==> config.mk <==
export PLATFORM = sky130hd
export DESIGN_NAME = alu_4b
export DESIGN_NICKNAME = d
export VERILOG_FILES = /design/src/rtl/alu_4b_pkg.sv /design/src/rtl/alu_4b_addsub.sv /design/src/rtl/alu_4b.sv
export SDC_FILE = /design/constraint.sdc
export NUM_CORES = 1
export LEC_CHECK = 0
export ABC_AREA = 1
export BUFFER_PORTS_ARGS = -buffer_cell sky130_fd_sc_hd__buf_2
export CAP_MARGIN = 15
export CORE_AREA = 2 2 39 41
export DETAILED_ROUTE_END_ITERATION = 10
export DIE_AREA = 0 0 41 43
export HOLD_SLACK_MARGIN = 0.05
export PLACE_DENSITY = 0.75
export SYNTH_ARGS = -nofsm -noshare
export SYNTH_HDL_FRONTEND = slang
export SYNTH_SLANG_ARGS = --single-unit
==> constraint.sdc <==
create_clock -name clk -period 1.72 [get_ports clk]
set_input_delay 0.258 -clock clk [delete_from_list [all_inputs] [get_ports clk]]
set_output_delay 0.258 -clock clk [all_outputs]
set_load 0.005 [all_outputs]
==> src/rtl/alu_4b_pkg.sv <==
// alu_4b_pkg: opcode encoding and default datapath width shared by the ALU files.
package alu_4b_pkg;

   localparam int ALU_WIDTH_DEFAULT = 4;

   typedef enum logic [2:0] {
      OP_AND  = 3'b000,
      OP_OR   = 3'b001,
      OP_ADD  = 3'b010,
      OP_RSVD = 3'b011,
      OP_ANDN = 3'b100,
      OP_ORN  = 3'b101,
      OP_SUB  = 3'b110,
      OP_SLT  = 3'b111
   } op_e;

   // Only add and subtract report the adder's carry/overflow; every other
   // opcode (including set-less-than, which uses the adder internally) reports 0.
   function automatic logic op_reports_adder_flags(op_e op);
      return (op == OP_ADD) || (op == OP_SUB);
   endfunction

endpackage

==> src/rtl/alu_4b_addsub.sv <==
// alu_4b_addsub: WIDTH-bit adder with optional inversion of b and a carry-in.
// Subtraction is a + ~b + 1 (invert_b=1, carry_in=1). Purely combinational.
module alu_4b_addsub #(
   parameter int WIDTH = 4
) (
   input  logic [WIDTH-1:0] a,
   input  logic [WIDTH-1:0] b,
   input  logic             invert_b,
   input  logic             carry_in,
   output logic [WIDTH-1:0] sum,
   output logic             carry_out,
   output logic             overflow
);

   logic [WIDTH-1:0] b_eff;
   logic [WIDTH:0]   full;

   // One extra bit on the sum captures the carry-out; signed overflow is when
   // both addends share a sign that the result does not.
   always_comb begin
      b_eff     = invert_b ? ~b : b;
      full      = {1'b0, a} + {1'b0, b_eff} + {{WIDTH{1'b0}}, carry_in};
      sum       = full[WIDTH-1:0];
      carry_out = full[WIDTH];
      overflow  = (a[WIDTH-1] == b_eff[WIDTH-1]) && (sum[WIDTH-1] != a[WIDTH-1]);
   end

endmodule

==> src/rtl/alu_4b.sv <==
// alu_4b: registered WIDTH-bit ALU with one-cycle latency.
// Build option: define ALU_FLAGS_EN to add the registered zero/carry/overflow outputs.
//
// Handshake: in_valid qualifies a, b and s on a rising clk edge. There is no
// ready; every qualified edge is accepted and yields exactly one result whose
// out_valid pulse lasts one cycle. Without in_valid, y and the flags hold.
module alu_4b
   import alu_4b_pkg::*;
#(
   parameter int WIDTH = ALU_WIDTH_DEFAULT
) (
   input  logic             clk,
   input  logic             rst,
   input  logic             in_valid,
   input  logic [WIDTH-1:0] a,
   input  logic [WIDTH-1:0] b,
   input  logic [2:0]       s,
   output logic [WIDTH-1:0] y,
   output logic             out_valid
`ifdef ALU_FLAGS_EN
   ,
   output logic             zero,
   output logic             carry,
   output logic             overflow
`endif
);

   op_e              op;
   logic             add_invert_b;
   logic [WIDTH-1:0] add_sum;
   logic             add_carry;
   logic             add_ovf;
   logic [WIDTH-1:0] res;

   logic [WIDTH-1:0] y_d, y_q;
   logic             out_valid_d, out_valid_q;

   alu_4b_addsub #(
      .WIDTH (WIDTH)
   ) u_addsub (
      .a         (a),
      .b         (b),
      .invert_b  (add_invert_b),
      .carry_in  (add_invert_b),
      .sum       (add_sum),
      .carry_out (add_carry),
      .overflow  (add_ovf)
   );

   // Decode the opcode and select the combinational result.
   always_comb begin
      op           = op_e'(s);
      add_invert_b = (op == OP_SUB) || (op == OP_SLT);
      res          = '0;
      case (op)
         OP_AND:  res = a & b;
         OP_OR:   res = a | b;
         OP_ADD:  res = add_sum;
         OP_RSVD: res = '0;
         OP_ANDN: res = a & ~b;
         OP_ORN:  res = a | ~b;
         OP_SUB:  res = add_sum;
         // Signed a<b: sign of a-b corrected by subtraction overflow.
         OP_SLT:  res[0] = add_sum[WIDTH-1] ^ add_ovf;
         default: res = '0;
      endcase
   end

   // Result register next-state: load on a qualified edge, otherwise hold.
   always_comb begin
      y_d         = y_q;
      out_valid_d = 1'b0;
      if (in_valid) begin
         y_d         = res;
         out_valid_d = 1'b1;
      end
   end

   // Result registers; reset wins over a simultaneous capture.
   always_ff @(posedge clk) begin
      if (rst) begin
         y_q         <= '0;
         out_valid_q <= 1'b0;
      end else begin
         y_q         <= y_d;
         out_valid_q <= out_valid_d;
      end
   end

   assign y         = y_q;
   assign out_valid = out_valid_q;

`ifdef ALU_FLAGS_EN
   logic zero_d, zero_q;
   logic carry_d, carry_q;
   logic overflow_d, overflow_q;

   // Flag next-state: zero follows the loaded result; carry/overflow only for add/sub.
   always_comb begin
      zero_d     = zero_q;
      carry_d    = carry_q;
      overflow_d = overflow_q;
      if (in_valid) begin
         zero_d     = (res == '0);
         carry_d    = op_reports_adder_flags(op) ? add_carry : 1'b0;
         overflow_d = op_reports_adder_flags(op) ? add_ovf : 1'b0;
      end
   end

   // Flag registers; zero is forced low in reset rather than derived from y.
   always_ff @(posedge clk) begin
      if (rst) begin
         zero_q     <= 1'b0;
         carry_q    <= 1'b0;
         overflow_q <= 1'b0;
      end else begin
         zero_q     <= zero_d;
         carry_q    <= carry_d;
         overflow_q <= overflow_d;
      end
   end

   assign zero     = zero_q;
   assign carry    = carry_q;
   assign overflow = overflow_q;
`else
   // Carry-out has no consumer when the flag outputs are not built.
   logic unused_add_carry;
   assign unused_add_carry = add_carry;
`endif

endmodule

# [After elaboration in Yosys (flattened, before gate mapping)]
# Index checks and enable logic that the tools add are counted.
# W data, S select, Z words.
[totals] in_bits=14 reg_bits=5 out_inout_bits=5
[classes] n_addsub=2 n_bitwise=6 muxes=4 n_reduce_logical=4 eq_ne=9
[op_table] operator="$pmux W3 S5" count=1
[op_table] operator="$eq A3 B3 Y1 const B" count=4
[op_table] operator="$and A4 B4 Y4" count=2
[op_table] operator="$or A4 B4 Y4" count=2
[op_table] operator="$pmux W1 S7" count=1
[op_table] operator="$eq A3 B2 Y1 const B" count=2
[op_table] operator="$add A4 B1 Y4" count=1
[op_table] operator="$add A4 B4 Y4" count=1
[op_table] operator="$mux W4" count=1
[op_table] operator="$not A4 Y4" count=1
[op_table] operator="$eq A3 B1 Y1 const B" count=1
[op_table] operator="$logic_not A3 Y1" count=1
[op_table] operator="$reduce_or A2 Y1" count=1
[op_table] operator="$eq A1 B1 Y1" count=1
[op_table] operator="$logic_and A1 B1 Y1" count=1
[op_table] operator="$logic_or A1 B1 Y1" count=1
[op_table] operator="$mux W1" count=1
[op_table] operator="$ne A1 B1 Y1" count=1
[op_table] operator="$xor A1 B1 Y1" count=1

# [Longest topological paths before layout]
# Gate-level depths: netlist of run 1.
[depth] word_depth=9 depth_mapped=13 depth_no_buf=13

# [Modules after synthesis]
# Synthesis of run 1 repeated with hierarchy kept, for this count alone.
[hier_totals] cells_unflattened=116 area_unflattened_um2=654.4
[by_module_without_submodules] mod="alu_4b" n_inst=1 cells_per_inst=83 area_per_inst_um2=436.7
[by_module_without_submodules] mod="alu_4b_addsub" n_inst=1 cells_per_inst=33 area_per_inst_um2=217.7

# [Least setup slack after synthesis of run 1]
# Ideal clock, no wire load.
[synth_path] kind="input port to flip-flop" startpoint="input port s[2]" endpoint="register y_q[3] (netlist: y[3])" t_arrival_ns=1.392 cell_stages=12 slack_ns=0.259 required_time_ns=1.650 path_cell_list="nand2_2 -> xnor2_1 -> ha_1 -> nand2_1 -> inv_1 -> nand3_1 -> nand2_1 -> nand2_1 -> nand3_1 -> nand2_1 -> nand2_1 -> a21oi_1"
[synth_via] elab_chain_len=6 elab_cells_between_ends=13 cone_classes="add/sub: 2; eq/ne: 6; mux: 2; reduce/logical: 3"
[synth_rtl] item="start, declared" line="alu_4b.sv:17" source="input logic [2:0] s,"
[synth_rtl] item="$eq A3 B3 Y1, on equally long branches" line="alu_4b.sv:53, alu_4b.sv:55"
[synth_rtl] item="$logic_or A1 B1 Y1" line="alu_4b.sv:53" source="add_invert_b = (op == OP_SUB) || (op == OP_SLT);"
[synth_rtl] item="$mux W4" line="alu_4b_addsub.sv:21" source="b_eff = invert_b ? ~b : b;"
[synth_rtl] item="$add A4 B4 Y4" line="alu_4b_addsub.sv:22" source="full = {1'b0, a} + {1'b0, b_eff} + {{WIDTH{1'b0}}, carry_in};"
[synth_rtl] item="$add A4 B1 Y4" line="alu_4b_addsub.sv:22"
[synth_rtl] item="$pmux W3 S5 *" line="alu_4b.sv:55" source="case (op)"
[synth_rtl] item="end signal, assigned" line="alu_4b.sv:85" source="y_q <= y_d;"
[synth_rtl] item="end, declared" line="alu_4b.sv:35" source="logic [WIDTH-1:0] y_d, y_q;"
# Every way passes the cells marked *; elsewhere a longest branch is shown, timed or not.
# A chain may end at the register's enable or synchronous reset.

# [Worst setup path in the final report of run 1]
[layout_path] startpoint="input port s[1]" endpoint="register y_q[3] (netlist: y[3])"
# Same word-level chain as after synthesis.

==> flow_summary_export.csv, run 1 <==
group,metric,value,unit
outcome,outcome,"finished clean",
finish,regArea,100,sq um
timing,rsz0062_at_grt,"no",
timing,whs,228,ps
clock_tree,hold_buffers,0,
setup_path,endpoint,"y[3]$_SDFFE_PP0P_",
timing,min_period,1490,ps
setup_path,reg2reg_from,"y[3]$_SDFFE_PP0P_",
die,ios,19,
clock_tree,post_cts_buffers,0,
timing,fmax,673,MHz
worst_hold_path,worstHoldPathType,"in -> reg",
synthesis,synth_area_leader_cell,"nand2_1",
timing,setup_viol,0,
setup_path,cp.arrival,1670,ps
die,initial_core_util,42.3,%
setup_path,crit_start,"s[1]",
clock_tree,cts_buffers,3,
setup_path,critPathTopFamily,"simple AND/OR/NAND/NOR gates",
synthesis,ys_ff_latch,5,
drt,wl,1380,um
setup_path,r2r_setup_slack,1150,ps
timing,finalClockSkew,0,ps
finish,drive_gt1_share,22.1,%
synthesis,yosysSeqAreaShare,17.1,%
grt,grt_usage,18.7,%
setup_path,r2r_end,"y[3]$_SDFFE_PP0P_",
setup_path,slowest_delay,290,ps
placement,numPortBuffers,18,
die,die_w,41,um
finish,final_common_cell,"nand2_1",
grt,grt_pass1_wl,2270,um
timing,setup_tns,0,ps
synthesis,synthCells,98,
setup_path,cp-start-kind,"input port",
synthesis,syn_nets,119,
clock_tree,htreeDepth,1,
synthesis,synth_area_leaders,"nand2_1 (19%), dfxtp_1 (17%), ha_1 (13%)",
placement,preCtsSetupSlack,-15.3,ps
setup_path,cp_num_buf_inv,2,
setup_path,crit_top_cell,"nand2_1",
setup_path,crit_chain,"buf_2, nand2_2, xnor2_1, ha_1, nand2_1, inv_1, nand3_1, nand2_1, nand2_1, nand3_1, nand2_1, nand2_1, a21oi_1",
finish,fillCellCount,159,
clock_tree,cts.repair.resized,0,
power_and_ir_drop,power_leakage,0.000427,uW
die,num_rows,14,
timing,worst_pin_slew,308,ps
grt,overflow,0,
drt,drtAntennaViolNets,0,
die,core_area,0.00138,sq mm
synthesis,yosys_warnings,0,
setup_path,worstSetupEndpointType,"flop",
setup_path,rr_worst_depth,2,
setup_path,crit_slowest_cell,"xnor2_1",
clock_tree,clockBufferDepth,2,
finish,nets,144,
synthesis,avgSynthCellArea,5.98,sq um
grt,grt_pass1_vias,595,
clock_tree,clk_pin_slew_worst_paths,50,ps
drt,drtPass1Iterations,6,
finish,multi_input_comb_area,433,sq um
timing,slew_viol_final,0,
finish,syn2layout_area_growth,25.9,%
setup_path,path_class,"in -> reg",
drt,wl_per_cell,9.98,um
placement,hpwlAfterDp,1160,um
timing,fin_ws,234,ps
grt,grt_max_degree,6,
finish,num_antenna_cells,0,
synthesis,synth_top_area_share,19.2,%
placement,globalplace.congestion,0.862,
clock_tree,cts_tree,"yes",
timing,slew_headroom,79.4,%
power_and_ir_drop,power_density,567,mW/mm^2
finish,final_cell_mix,"nand2_1 (30), buf_2 (18), inv_1 (14), nand3_1 (10), a21oi_1 (8)",
timing,fin_crit_sh,86.4,%
drt,dr.first_iter.drc_count,14,
run,cap_viol_max_count,0,
synthesis,synth_cell_types,17,
die,dieArea,0.00176,sq mm
timing,final-hold-violation-count,0,
drt,via_per_inst,4.99,
power_and_ir_drop,ir_drop,0.374,mV
clock_tree,clk_latency,250,ps
finish,fin_area,737,sq um
setup_path,critPathRequiredTime,1900,ps
setup_path,crit_cells,13,
drt,vias,689,
clock_tree,cts_sinks,5,
clock_tree,cts_root_buf,"clkbuf_4",
placement,place_area,711,sq um
setup_path,path_max_fanout,4,
synthesis,synth.cell_area,586,sq um
die,die_h,43,um
grt,antenna_found_initial,0,
drt,drcViolationCount,0,
-- worst min path at each step --
| stage | startpoint | endpoint | slack (ps) | cells after the start |
|---|---|---|---|---|
| after detailed placement | y[0]$_SDFFE_PP0P_ | y[0]$_SDFFE_PP0P_ | 450 | 2 |
| after CTS | rst | y[3]$_SDFFE_PP0P_ | 230 | 2 |
| after global placement | y[1]$_SDFFE_PP0P_ | y[1]$_SDFFE_PP0P_ | 450 | 2 |
| after global routing | rst | out_valid$_SDFF_PP0_ | 230 | 2 |
| after floorplan | rst | y[0]$_SDFFE_PP0P_ | 330 | 1 |
| final | rst | y[3]$_SDFFE_PP0P_ | 230 | 2 |
-- flip-flops by register name, summed over array words and instances (netlist names) --
signal and cells:
y 4, out_valid 1
-- kinds of logic after synthesis --
group,Yosys count,synth area share [%]
xor+xnor,3,4.49
flops,5,17.1
buf+inv,14,8.97
simple gates,52,38.2
compound gates,17,15.0
fa+ha+maj,7,16.2
-- area by class of cell --
type	count	share of cell area, %
Multi-Input combinational cell	79	58.7
Inverter	14	7.13
Sequential cell	5	13.6
Timing Repair Buffer	20	14.3
Clock buffer	4	3.57
Tap cell	16	2.72
-- per-layer routing --
metal	routed length, um	vias up	part of all wire [%]	GRT usage [%]
li1	-	364	-	-
met1	611	314	44	23.2
met2	708	11	51	30.0
met3	57	0	4.1	7.85
met4	0	0	0	2.00
met5	0	-	0	0
-- cell usage after synthesis, drive strengths merged --
library cell   n
a21oi          8
and2           1
dfxtp          5
fa             1
ha             6
inv           14
nand2         32
nand3         10
nand3b         1
nor2           6
nor3           1
o21ai          7
o22ai          2
or2            1
xnor2          1
xor2           2
-- power by group --
group	total (uW)	internal [uW]	switching (uW)	leakage, uW
Clock	137	87.8	48.8	0.0000150
Combinational	153	65.1	88.3	0.000370
Sequential	128	124	3.08	0.0000411
-- metrics by stage --
stage                     std cells  utilization (%)  total power, uW
final                           138             53.3              418
after detailed placement        134             51.4              282
after global placement          134             51.4              279
after CTS                       138             53.3              421
after floorplan                  98                -              224
after global routing            138             53.3              458
No activity file was read; power rests on OpenSTA's default activity.
==> inputs of run 2 (changes only) <==
CELL_PAD_IN_SITES_DETAIL_PLACEMENT = 2   (was default)
CELL_PAD_IN_SITES_GLOBAL_PLACEMENT = 2   (was default)
CORE_AREA = default   (was 2 2 39 41)
CORE_UTILIZATION = 24   (was default)
DIE_AREA = default   (was 0 0 41 43)
PLACE_DENSITY = 0.8   (was 0.75)
==> flow_summary_export.csv, run 2 (synthesized netlist as in run 1, its figures left out) <==
group,metric,value,unit
drt,met2_length,932,um
finish,finalNonFillerCells,150,
placement,hpwlAfterDp,1620,um
setup_path,worstSetupEndpointType,"flop",
placement,numPortBuffers,18,
timing,fmax,653,MHz
setup_path,critPathRequiredTime,1900,ps
power_and_ir_drop,p_comb_share,37.7,%
timing,slew_headroom,75.1,%
drt,drcViolationCount,0,
drt,drt-met1-wl,920,um
placement,dp_cells,146,
setup_path,cp-start-kind,"input port",
setup_path,cp.arrival,1710,ps
timing,rsz0062_at_grt,"no",
timing,worst_pin_slew,372,ps
timing,finalClockSkew,0,ps
die,num_rows,17,
power_and_ir_drop,intPower,277,uW
timing,fin_crit_sh,89.1,%
timing,slew_viol_final,0,
timing,final-hold-violation-count,0,
drt,maxUsedRoutingLayer,"met4",
power_and_ir_drop,ir_drop,0.303,mV
run,cap_viol_max_count,0,
clock_tree,cts_tree,"yes",
timing,setup_tns,0,ps
grt,antenna_found_initial,0,
finish,syn2layout_area_growth,28.4,%
power_and_ir_drop,clkPwrFrac,32.3,%
clock_tree,cts.repair.resized,0,
grt,grt_usage,16.7,%
power_and_ir_drop,swShare,34.9,%
drt,drtPass1Iterations,2,
finish,largest_reg_flops,4,
placement,globalplace.congestion,0.876,
die,dieArea,0.00264,sq mm
clock_tree,clockBufferDepth,2,
finish,num_antenna_cells,0,
finish,drive_gt1_share,22.1,%
drt,dr.first_iter.drc_count,10,
timing,min_period,1530,ps
setup_path,path_class,"in -> reg",
die,core_area,0.00225,sq mm
clock_tree,cts_root_buf,"clkbuf_4",
clock_tree,clk_latency,240,ps
grt,grt_pass1_vias,731,
grt,overflow,0,
clock_tree,post_cts_buffers,0,
drt,vias,699,
power_and_ir_drop,pwr-share-seq,30.0,%
finish,final_cell_mix,"nand2_1 (30), buf_2 (18), inv_1 (14), nand3_1 (10), a21oi_1 (8)",
clock_tree,hold_buffers,0,
clock_tree,cts_buffers,3,
drt,wl_per_cell,12.7,um
die,die_w,51.4,um
drt,drtAntennaViolNets,0,
timing,setup_viol,0,
clock_tree,cts_sinks,5,
drt,wl,1910,um
outcome,outcome,"finished clean",
power_and_ir_drop,switching_power,149,uW
power_and_ir_drop,power_density,566,mW/mm^2
worst_hold_path,worstHoldPathType,"in -> reg",
drt,met3_length,43,um
power_and_ir_drop,power_leakage,0.000427,uW
finish,final_common_cell,"nand2_1",
timing,whs,250,ps
clock_tree,clk_pin_slew_worst_paths,40,ps
setup_path,path_max_fanout,4,
die,initial_core_util,26.0,%
grt,grt_max_degree,6,
finish,fillCellCount,311,
die,die_h,51.4,um
clock_tree,htreeDepth,1,
finish,nets,144,
drt,via_per_inst,4.66,
grt,grt_pass1_wl,3280,um
die,ios,19,
run 2: cell counts in the layout (fill, tap and decap cells not counted):
Identical to the previous run, type by type.
run 2: per-layer routing:
metal,up-vias,track usage (%)
met3,3,4.46
met1,325,21.9
met2,8,27.5
met4,0,2.70
li1,363,-
met5,-,0
run 2: power groups by stage:
| stage | combinational [uW] | sequential (uW) | clock [uW] |
|---|---|---|---|
| 2_1_floorplan | 93.2 | 131 | 0 |
| 3_3_place_gp | 155 | 129 | 0 |
| 6_report | 160 | 128 | 138 |
| 3_5_place_dp | 163 | 130 | 0 |
| 4_1_cts | 163 | 128 | 145 |
| 5_1_grt | 185 | 128 | 163 |
run 2: layout make-up:
cell class,count,area [sq um],area share (%)
Inverter,14,52.6,6.99
Multi-Input combinational cell,79,433,57.6
Clock buffer,4,26.3,3.49
Tap cell,28,35.0,4.66
Timing Repair Buffer,20,105,14.0
Sequential cell,5,100,13.3
run 2: per-stage QoR:
stage / setup WS [ps] / cell area [sq um] / utilization [%] / power, uW
floorplan: 259 / 586 / - / 224
global route: 4.33 / 752 / 33.4 / 476
CTS: 177 / 752 / 33.4 / 436
global placement: -2.04 / 726 / 32.2 / 285
finish: 188 / 752 / 33.4 / 426
detailed placement: -83.2 / 726 / 32.2 / 292
run 2: worst paths after layout:
kind                     startpoint           endpoint  slack [ps]  cells after the start
setup / recovery               s[1]  y[3]$_SDFFE_PP0P_         190                     13
hold / removal                  rst  y[2]$_SDFFE_PP0P_         250                      2
setup reg to reg  y[0]$_SDFFE_PP0P_  y[0]$_SDFFE_PP0P_        1150                      2
hold reg to reg   y[3]$_SDFFE_PP0P_  y[3]$_SDFFE_PP0P_         460                      2
run 2: worst max-delay path, cell delays in order:
cell and delay (ps):
buf_2 120, nand2_2 90, xnor2_1 270, ha_1 300, nand2_1 60, inv_1 40, nand3_1 80, nand2_1 90
nand2_1 100, nand3_1 80, nand2_1 70, nand2_1 40, a21oi_1 100
